--- config.mk ---
export PLATFORM = sky130hd
export DESIGN_NAME = merge2_stage
export DESIGN_NICKNAME = d
export VERILOG_FILES = /design/src/rtl/merge2_stage.sv
export SDC_FILE = /design/constraint.sdc
export NUM_CORES = 1
export LEC_CHECK = 0
export ABC_AREA = 1
export CAP_MARGIN = 15
export CORE_AREA = 2 2 88 90
export CTS_BUF_LIST = sky130_fd_sc_hd__clkbuf_8 sky130_fd_sc_hd__clkbuf_16
export DETAILED_ROUTE_END_ITERATION = 10
export DIE_AREA = 0 0 90 92
export DONT_BUFFER_PORTS = 1
export GPL_TIMING_DRIVEN = 0
export PLACE_DENSITY_LB_ADDON = 0.25
export SYNTH_ARGS = -nofsm -noshare
export SYNTH_HDL_FRONTEND = slang
export SYNTH_SLANG_ARGS = --single-unit
--- constraint.sdc ---
create_clock -name clk -period 2.1 [get_ports clk]
set_input_delay 0.42 -clock clk [delete_from_list [all_inputs] [get_ports clk]]
set_output_delay 0.42 -clock clk [all_outputs]
set_load 0.01 [all_outputs]
--- src/rtl/merge2_stage.sv ---
// ---------------------------------------------------------------------------
// merge2_stage
// Two-way merge of sorted runs held in two upstream fifo16 buffers. Both heads
// are peeked through dcmp/empty; the smaller head (or larger, when built
// descending) is popped and registered onto a valid/ready output. Each pair of
// RUN-word input runs yields one 2*RUN-word merged run, last word flagged.
//
// Optional build macro: MERGE_DESCEND_EN
//   undefined : ascending runs, pick A when a_dcmp <= b_dcmp
//   defined   : descending runs, pick A when a_dcmp >= b_dcmp
//   Ties always pick A, so the merge is stable.
//
// Ports
//   clk        in   rising-edge clock
//   reset      in   asynchronous active-low reset
//   a_dcmp     in   head word of FIFO A (unregistered peek)
//   a_empty    in   FIFO A empty
//   a_rd_en    out  pop FIFO A this cycle (combinational)
//   b_dcmp     in   head word of FIFO B
//   b_empty    in   FIFO B empty
//   b_rd_en    out  pop FIFO B this cycle (combinational)
//   out_data   out  merged word (registered)
//   out_valid  out  out_data valid
//   out_ready  in   downstream accepts on out_valid & out_ready
//   out_last   out  final word of a merged run (qualified by out_valid)
//   busy       out  a merged run is in progress
// ---------------------------------------------------------------------------
module merge2_stage #(
  parameter int unsigned DATA_WIDTH = 32,
  parameter int unsigned LOG2_RUN   = 4
) (
  input  logic                  clk,
  input  logic                  reset,
  input  logic [DATA_WIDTH-1:0] a_dcmp,
  input  logic                  a_empty,
  output logic                  a_rd_en,
  input  logic [DATA_WIDTH-1:0] b_dcmp,
  input  logic                  b_empty,
  output logic                  b_rd_en,
  output logic [DATA_WIDTH-1:0] out_data,
  output logic                  out_valid,
  input  logic                  out_ready,
  output logic                  out_last,
  output logic                  busy
);

  localparam int unsigned CNT_W = LOG2_RUN + 1;
  localparam logic [CNT_W-1:0] RUN = CNT_W'(1 << LOG2_RUN);

  typedef enum logic [1:0] {
    S_MERGE   = 2'd0,
    S_DRAIN_A = 2'd1,
    S_DRAIN_B = 2'd2
  } state_t;

  state_t                r_state;
  state_t                w_state_nxt;
  logic [CNT_W-1:0]      r_cnt_a;
  logic [CNT_W-1:0]      r_cnt_b;
  logic [CNT_W-1:0]      w_cnt_a_nxt;
  logic [CNT_W-1:0]      w_cnt_b_nxt;
  logic [CNT_W-1:0]      w_cnt_a_inc;
  logic [CNT_W-1:0]      w_cnt_b_inc;
  logic [DATA_WIDTH-1:0] r_out_data;
  logic                  r_out_valid;
  logic                  r_out_last;
  logic                  w_can_load;
  logic                  w_take_a;
  logic                  w_pop_a;
  logic                  w_pop_b;
  logic                  w_last_nxt;

  // Output register can accept a new word when empty or being drained now.
  assign w_can_load  = !r_out_valid || out_ready;
  assign w_cnt_a_inc = r_cnt_a + CNT_W'(1);
  assign w_cnt_b_inc = r_cnt_b + CNT_W'(1);

  // Head selection; ties go to A to keep the merge stable.
`ifdef MERGE_DESCEND_EN
  assign w_take_a = (a_dcmp >= b_dcmp);
`else
  assign w_take_a = (a_dcmp <= b_dcmp);
`endif

  // Next-state, pop and counter decisions.
  always_comb begin
    w_state_nxt = r_state;
    w_cnt_a_nxt = r_cnt_a;
    w_cnt_b_nxt = r_cnt_b;
    w_pop_a     = 1'b0;
    w_pop_b     = 1'b0;
    w_last_nxt  = 1'b0;
    case (r_state)
      S_MERGE: begin
        if (w_can_load && !a_empty && !b_empty) begin
          if (w_take_a) begin
            w_pop_a     = 1'b1;
            w_cnt_a_nxt = w_cnt_a_inc;
            if (w_cnt_a_inc == RUN) w_state_nxt = S_DRAIN_B;
          end else begin
            w_pop_b     = 1'b1;
            w_cnt_b_nxt = w_cnt_b_inc;
            if (w_cnt_b_inc == RUN) w_state_nxt = S_DRAIN_A;
          end
        end
      end
      S_DRAIN_A: begin
        if (w_can_load && !a_empty) begin
          w_pop_a = 1'b1;
          if (w_cnt_a_inc == RUN) begin
            w_last_nxt  = 1'b1;
            w_cnt_a_nxt = '0;
            w_cnt_b_nxt = '0;
            w_state_nxt = S_MERGE;
          end else begin
            w_cnt_a_nxt = w_cnt_a_inc;
          end
        end
      end
      S_DRAIN_B: begin
        if (w_can_load && !b_empty) begin
          w_pop_b = 1'b1;
          if (w_cnt_b_inc == RUN) begin
            w_last_nxt  = 1'b1;
            w_cnt_a_nxt = '0;
            w_cnt_b_nxt = '0;
            w_state_nxt = S_MERGE;
          end else begin
            w_cnt_b_nxt = w_cnt_b_inc;
          end
        end
      end
      default: begin
        w_state_nxt = S_MERGE;
      end
    endcase
  end

  // Pops are suppressed combinationally while reset is held.
  assign a_rd_en = reset && w_pop_a;
  assign b_rd_en = reset && w_pop_b;

  // State and run counters.
  always_ff @(posedge clk or negedge reset) begin
    if (!reset) begin
      r_state <= S_MERGE;
      r_cnt_a <= '0;
      r_cnt_b <= '0;
    end else begin
      r_state <= w_state_nxt;
      r_cnt_a <= w_cnt_a_nxt;
      r_cnt_b <= w_cnt_b_nxt;
    end
  end

  // Output register: load on pop, otherwise drop valid once accepted.
  always_ff @(posedge clk or negedge reset) begin
    if (!reset) begin
      r_out_data  <= '0;
      r_out_valid <= 1'b0;
      r_out_last  <= 1'b0;
    end else if (w_pop_a || w_pop_b) begin
      r_out_data  <= w_pop_a ? a_dcmp : b_dcmp;
      r_out_valid <= 1'b1;
      r_out_last  <= w_last_nxt;
    end else if (out_ready) begin
      r_out_valid <= 1'b0;
    end
  end

  assign out_data  = r_out_data;
  assign out_valid = r_out_valid;
  assign out_last  = r_out_last;
  assign busy      = (r_state != S_MERGE) || (r_cnt_a != '0) || (r_cnt_b != '0);

endmodule
## Word level (Yosys, flattened, before mapping)

Index checks and enable logic that the tools add are counted.

- Word-level logic and storage cells: 82
- Output and inout port bits: 37
- Register bits after elaboration: 46
- Input port bits: 69

- $lt $le $gt $ge: 1
- Reductions and logical operators: 21
- Multiplexer cells: 39
- Eq/ne operators: 13
- Add/subtract/negate cells: 2

Operators with widths:

| kind | count |
|---|---|
| 5-bit 2-to-1 mux | 12 |
| 32-bit less-or-equal comparator | 1 |
| 32-bit 2-to-1 mux | 1 |
| 5-bit one-hot mux with 3 select lines | 2 |
| 2-bit 2-to-1 mux | 8 |
| 2-bit inequality test (second input constant) | 7 |
| 1-bit 2-to-1 mux | 12 |
| 6-bit AND reduction | 2 |
| 5-bit by 1-bit adder with 5-bit output (second input constant) | 2 |
| 5-bit equality test (second input constant) | 2 |
| 5-bit nonzero test | 2 |
| 7-bit AND reduction | 1 |
| 3-bit inequality test (second input constant) | 2 |
| 1-bit one-hot mux with 2 select lines | 3 |
| 2-bit one-hot mux with 3 select lines | 1 |
| 1-bit logical AND | 5 |
| 1-bit logical OR | 4 |
| 2-bit nonzero test | 2 |
| 1-bit logical NOT | 3 |
| 3-bit nonzero test | 1 |
| 2-bit by 1-bit equality test with 1-bit output (second input constant) | 1 |
| 2-bit equality test (second input constant) | 1 |
| 2-bit logical NOT | 1 |

## Logic depth before layout (Yosys ltp)

- Depth after elaboration: 8
- Gate-level depth with buffers: 21
- Mapped depth without buffers: 20

## Worst setup path after synthesis

OpenSTA, ideal clock, no wires.

- Path kind: input to output
- Start point: input b_dcmp[31]
- End point: output a_rd_en
- Path buffers: 0
- Arrival time: 1.824 ns
- Path slack: -0.144 ns
- Required time: 1.680 ns
- Stages on the path: 12
- Cells stage by stage: inv_1 ha_1 nand2_2 nor2_4 nand2_2 nor4_4 nand3b_1 nand2_2 nand3_4 nand2_8 inv_4 nor2_1

- Word-level cells in the longest chain between the ends: 5

RTL lines:

| element | line | source |
|---|---|---|
| start, declared | 37 | `input logic [DATA_WIDTH-1:0] b_dcmp,` |
| 32-bit less-or-equal comparator | 82 | `assign w_take_a = (a_dcmp <= b_dcmp);` |
| 1-bit 2-to-1 mux | 96 | `if (w_take_a) begin` |
| 1-bit 2-to-1 mux | 95 | `if (w_can_load && !a_empty && !b_empty) begin` |
| 1-bit one-hot mux with 2 select lines | 93 | `case (r_state)` |
| 1-bit logical AND | 140 | `assign a_rd_en = reset && w_pop_a;` |
| end, declared | 36 | `output logic a_rd_en,` |

Every way passes these cells.

## Final worst setup path

- Start point: input b_dcmp[19]
- End point: register r_out_data[10], in the netlist out_data[10]

- Word-level cells in the longest chain between the ends: 5
- Elaborated cells between the ends (all ways): 9
- Those cells by class: 1 x order compare; 7 x mux; 1 x reduce/logical

RTL lines:

| element | line | source |
|---|---|---|
| 32-bit less-or-equal comparator (*) | 82 |  |
| 1-bit 2-to-1 mux | 96 |  |
| 1-bit 2-to-1 mux | 95 |  |
| 1-bit one-hot mux with 2 select lines | 93 |  |
| 32-bit 2-to-1 mux / 1-bit logical OR (equally long branches) | 163, 162 |  |
| end signal, assigned | 163 | `r_out_data <= w_pop_a ? a_dcmp : b_dcmp;` |
| end, declared | 64 | `logic [DATA_WIDTH-1:0] r_out_data;` |

Every way passes the cells marked *; elsewhere a longest branch is shown, timed or not.
A chain may end at the register's enable or synchronous reset.

==> impl_metrics.json <==
{
  "max_freq_ghz": 0.457,
  "crit_arrival_ns": 2.43,
  "syn_area_per_cell_um2": 6.95,
  "synth.area.top_cells": "dfrtp_1 (32%), nand2_1 (24%), ha_1 (14%), nand3_1 (6.4%), inv_1 (6.4%)",
  "final_cell_area_mm2": 0.00486,
  "whs_path_depth": 4,
  "drt_iter0_markers": 116,
  "drcViolationCount": 0,
  "critical_path_required_ns": 2.34,
  "grt_pass1_vias": 3229,
  "yosys.area.top_type": "dfrtp_1",
  "yosysWarnings": 0,
  "grt_overflow": 0,
  "grt_pass1_wl_mm": 14.9,
  "seq_area_frac_synth": 0.322,
  "min_path_type": "input port to register",
  "synth.net_count": 623,
  "die_w_um": 90,
  "holdCritStartpoint": "a_dcmp[18]",
  "async_flop_share": 1.00,
  "cpLargestDelayFamily": "simple AND/OR/NAND/NOR gates",
  "rr_worst_depth": 11,
  "rsz0062_at_grt": "yes",
  "reg2reg_setup_slack_ns": 0.06,
  "rows": 32,
  "relSlewSlack": 0.671,
  "cts_root_buf": "clkbuf_8",
  "routed_via_density": 5.30,
  "drv_slew": 0,
  "die-area_mm2": 0.00828,
  "place_area_mm2": 0.00374,
  "clock_skew_ns": 0.00936,
  "nNetsFinal": 663,
  "synthDistinctLibCells": 33,
  "via_count": 3484,
  "num_antenna_cells": 0,
  "yosys_register_bits": 46,
  "tns_ns": -1.65,
  "numCtsBuffers": 5,
  "ant_nets": 0,
  "post-dp-hpwl_mm": 6.71,
  "powerDensity_mw_per_mm2": 1000,
  "violations": "negative setup slack",
  "die_y_um": 92,
  "syn_area_mm2": 0.00357,
  "fill_cells": 609,
  "yosys.area.top_type_share": 0.322,
  "drt-total-wl_mm": 10.4,
  "final-setup-viol-count": 35,
  "grt_max_degree": 47,
  "cts_tree": "built",
  "initial_core_util": 0.480,
  "p_leak_nw": 2.45,
  "dr.pass1.iters": 4,
  "antenna_found_initial": 1,
  "synth_edf_count": 0,
  "core_mm2": 0.00745,
  "drive_above_1_share": 0.315,
  "crit_buf_inv": 5,
  "route.met2.wl_mm": 5.29,
  "dr_wl_met3_um": 862,
  "drv_cap": 0,
  "slowest_stage": "nor4_4",
  "slowest_delay_ns": 0.28,
  "critPathCaptureType": "register",
  "path_class": "input port to register",
  "cts_buffer_depth": 2,
  "fin_crit_sh": 1.04,
  "h-tree-depth": 2,
  "cp_common_cell": "nand2_2",
  "path_cells": "inv_8 -> ha_4 -> nand4_1 -> nor4_4 -> nand2_1 -> nand2_2 -> nand2_2 -> nand3_4 -> nand2_8 -> buf_6 -> buf_12 -> nor2_8 -> buf_6 -> clkbuf_16 -> nand2_2 -> nand2_1",
  "ir_worst_vdd_mv": 0.547,
  "finalCriticalPeriod_ns": 2.19,
  "io_pins": 106,
  "cp_max_fo": 7,
  "wl_per_cell_um": 15.8,
  "top_layer_used": "met4",
  "synthCells": 514,
  "hold_violations": 0,
  "status": "finished, violations left",
  "detail_route.wirelength.met1_mm": 4.02,
  "cts_sinks": 46,
  "crit_path_start_kind": "input port",
  "place_congestion": 0.860,
  "fin_ws_ns": -0.0879,
  "reg2reg_from": "r_state[1]$_DFFE_PN0P_",
  "clk_latency_ns": 0.31,
  "min_to": "out_data[18]$_DFFE_PN0P_",
  "syn_to_final_growth_pct": 35.9,
  "cts.reportedPaths.clkPinSlew_ns": 0.09,
  "reg2reg_to": "out_data[10]$_DFFE_PN0P_",
  "placement.io_buffers": 0,
  "tightestPinTransition_ns": 0.494,
  "grt_usage": 0.221,
  "ys.flop_type": "dfrtp_1"
}
==> state kept, by name, indices dropped and copies added (netlist names) <==
signal     flops
out_last       1
out_valid      1
out_data      32
r_cnt_b        5
r_state        2
r_cnt_a        5
==> kinds of logic (layout without fill, tap and decap cells) <==
| logic type | Yosys count | in the layout | share of synthesized area |
|---|---|---|---|
| flops | 46 | 46 | 0.322 |
| simple gates | 307 | 307 | 0.371 |
| compound gates | 39 | 39 | 0.0578 |
| fa+ha+maj | 40 | 40 | 0.140 |
| buf+inv | 78 | 119 | 0.0994 |
| xor+xnor | 4 | 4 | 0.00981 |
==> layout make-up <==
class | instances | area, µm² | area share
tap | 102 | 128 | 0.0263
clock buffer | 6 | 82.6 | 0.0170
clock inverter | 2 | 8.76 | 0.00180
multi-input combinational | 390 | 2610 | 0.537
timing repair buffer | 34 | 427 | 0.0879
sequential | 46 | 1150 | 0.237
buffer | 14 | 150 | 0.0309
inverter | 63 | 302 | 0.0621
==> metal layers <==
layer  vias up  global-route usage
met3        19              0.0592
met4         0              0.0731
li1       1700                   -
met1      1631               0.260
met5         -                   0
met2       134               0.392
==> worst max path at each step <==
stage / from / endpoint / slack [ns] / cells past startpoint
2_1_floorplan: b_dcmp[25] / a_rd_en / -0.05 / 12
3_3_place_gp: b_dcmp[17] / a_rd_en / -0.26 / 10
3_5_place_dp: b_dcmp[19] / a_rd_en / -0.28 / 10
4_1_cts: b_dcmp[29] / a_rd_en / -0.15 / 12
5_1_grt: b_dcmp[10] / b_rd_en / -0.20 / 12
6_report: b_dcmp[19] / out_data[10]$_DFFE_PN0P_ / -0.09 / 16
==> placed cells by master (no fill, tap or decap), types with 2 or more instances in the layout <==
cell type	synthesis	routed
nand2_1	226	177
dfrtp_1	46	46
nand2_2	3	45
nand3_1	46	45
inv_1	61	39
ha_4	0	25
buf_6	6	18
a21oi_1	21	15
buf_4	3	14
ha_1	40	13
o21ai_0	13	12
inv_2	1	11
nor2_1	15	11
inv_4	1	7
nand2_4	1	7
a21oi_2	0	6
nand4_1	6	6
clkbuf_8	0	6
inv_8	0	5
buf_8	0	5
clkbuf_16	0	5
nor2_4	1	3
clkbuf_1	3	3
inv_6	0	2
nor2_2	0	2
o21a_1	2	2
nand2_8	1	2
xor2_1	2	2
xnor2_1	2	2
ha_2	0	2
==> cells in the mapped netlist (2+ instances only) <==
master and instances:
nand2_1 226, inv_1 61, dfrtp_1 46, nand3_1 46, ha_1 40, a21oi_1 21, nor2_1 15, o21ai_0 13
buf_6 6, nand4_1 6, buf_2 3, buf_4 3, clkbuf_1 3, nand2_2 3, o21a_1 2, xnor2_1 2
xor2_1 2
==> where the power goes <==
part	total (mW)	switching [mW]	internal, mW
combinational	2.49	1.31	1.17
sequential	1.78	0.506	1.28
clock	0.583	0.322	0.262
total	4.85	2.14	2.71
==> worst register-to-register path: cells and delay by family, from the launching register on <==
kind | cells | cell delay [ns]
buffers and inverters | 5 | 0.60
flip-flops | 1 | 0.42
adder cells (fa/ha/maj) | 1 | 0.28
AND/OR/NAND/NOR | 5 | 0.62
==> repair_timing <==
item | CTS | global route
hold buffers | 2 | 0
gates resized for setup | 37 | 136
setup endpoints to repair | 2 | 38
setup buffers | 9 | 19
pin swaps | 22 | 74
endpoints found under the hold margin | 46 | 0
gates cloned | 0 | 6
==> metrics by stage <==
step / util / power, mW / worst slack (ns) / hold slack [ns] / cells
4_1_cts: 0.549 / 4.14 / -0.150 / 0.299 / 635
3_5_place_dp: 0.502 / 3.45 / -0.283 / 0.125 / 616
3_3_place_gp: 0.502 / 3.39 / -0.263 / 0.125 / 616
6_report: 0.652 / 4.85 / -0.0879 / 0.305 / 657
5_1_grt: 0.652 / 5.23 / -0.197 / 0.327 / 657
2_1_floorplan: - / 3.03 / -0.0525 / 0.124 / 514
Power figures use the tool's default switching activity.
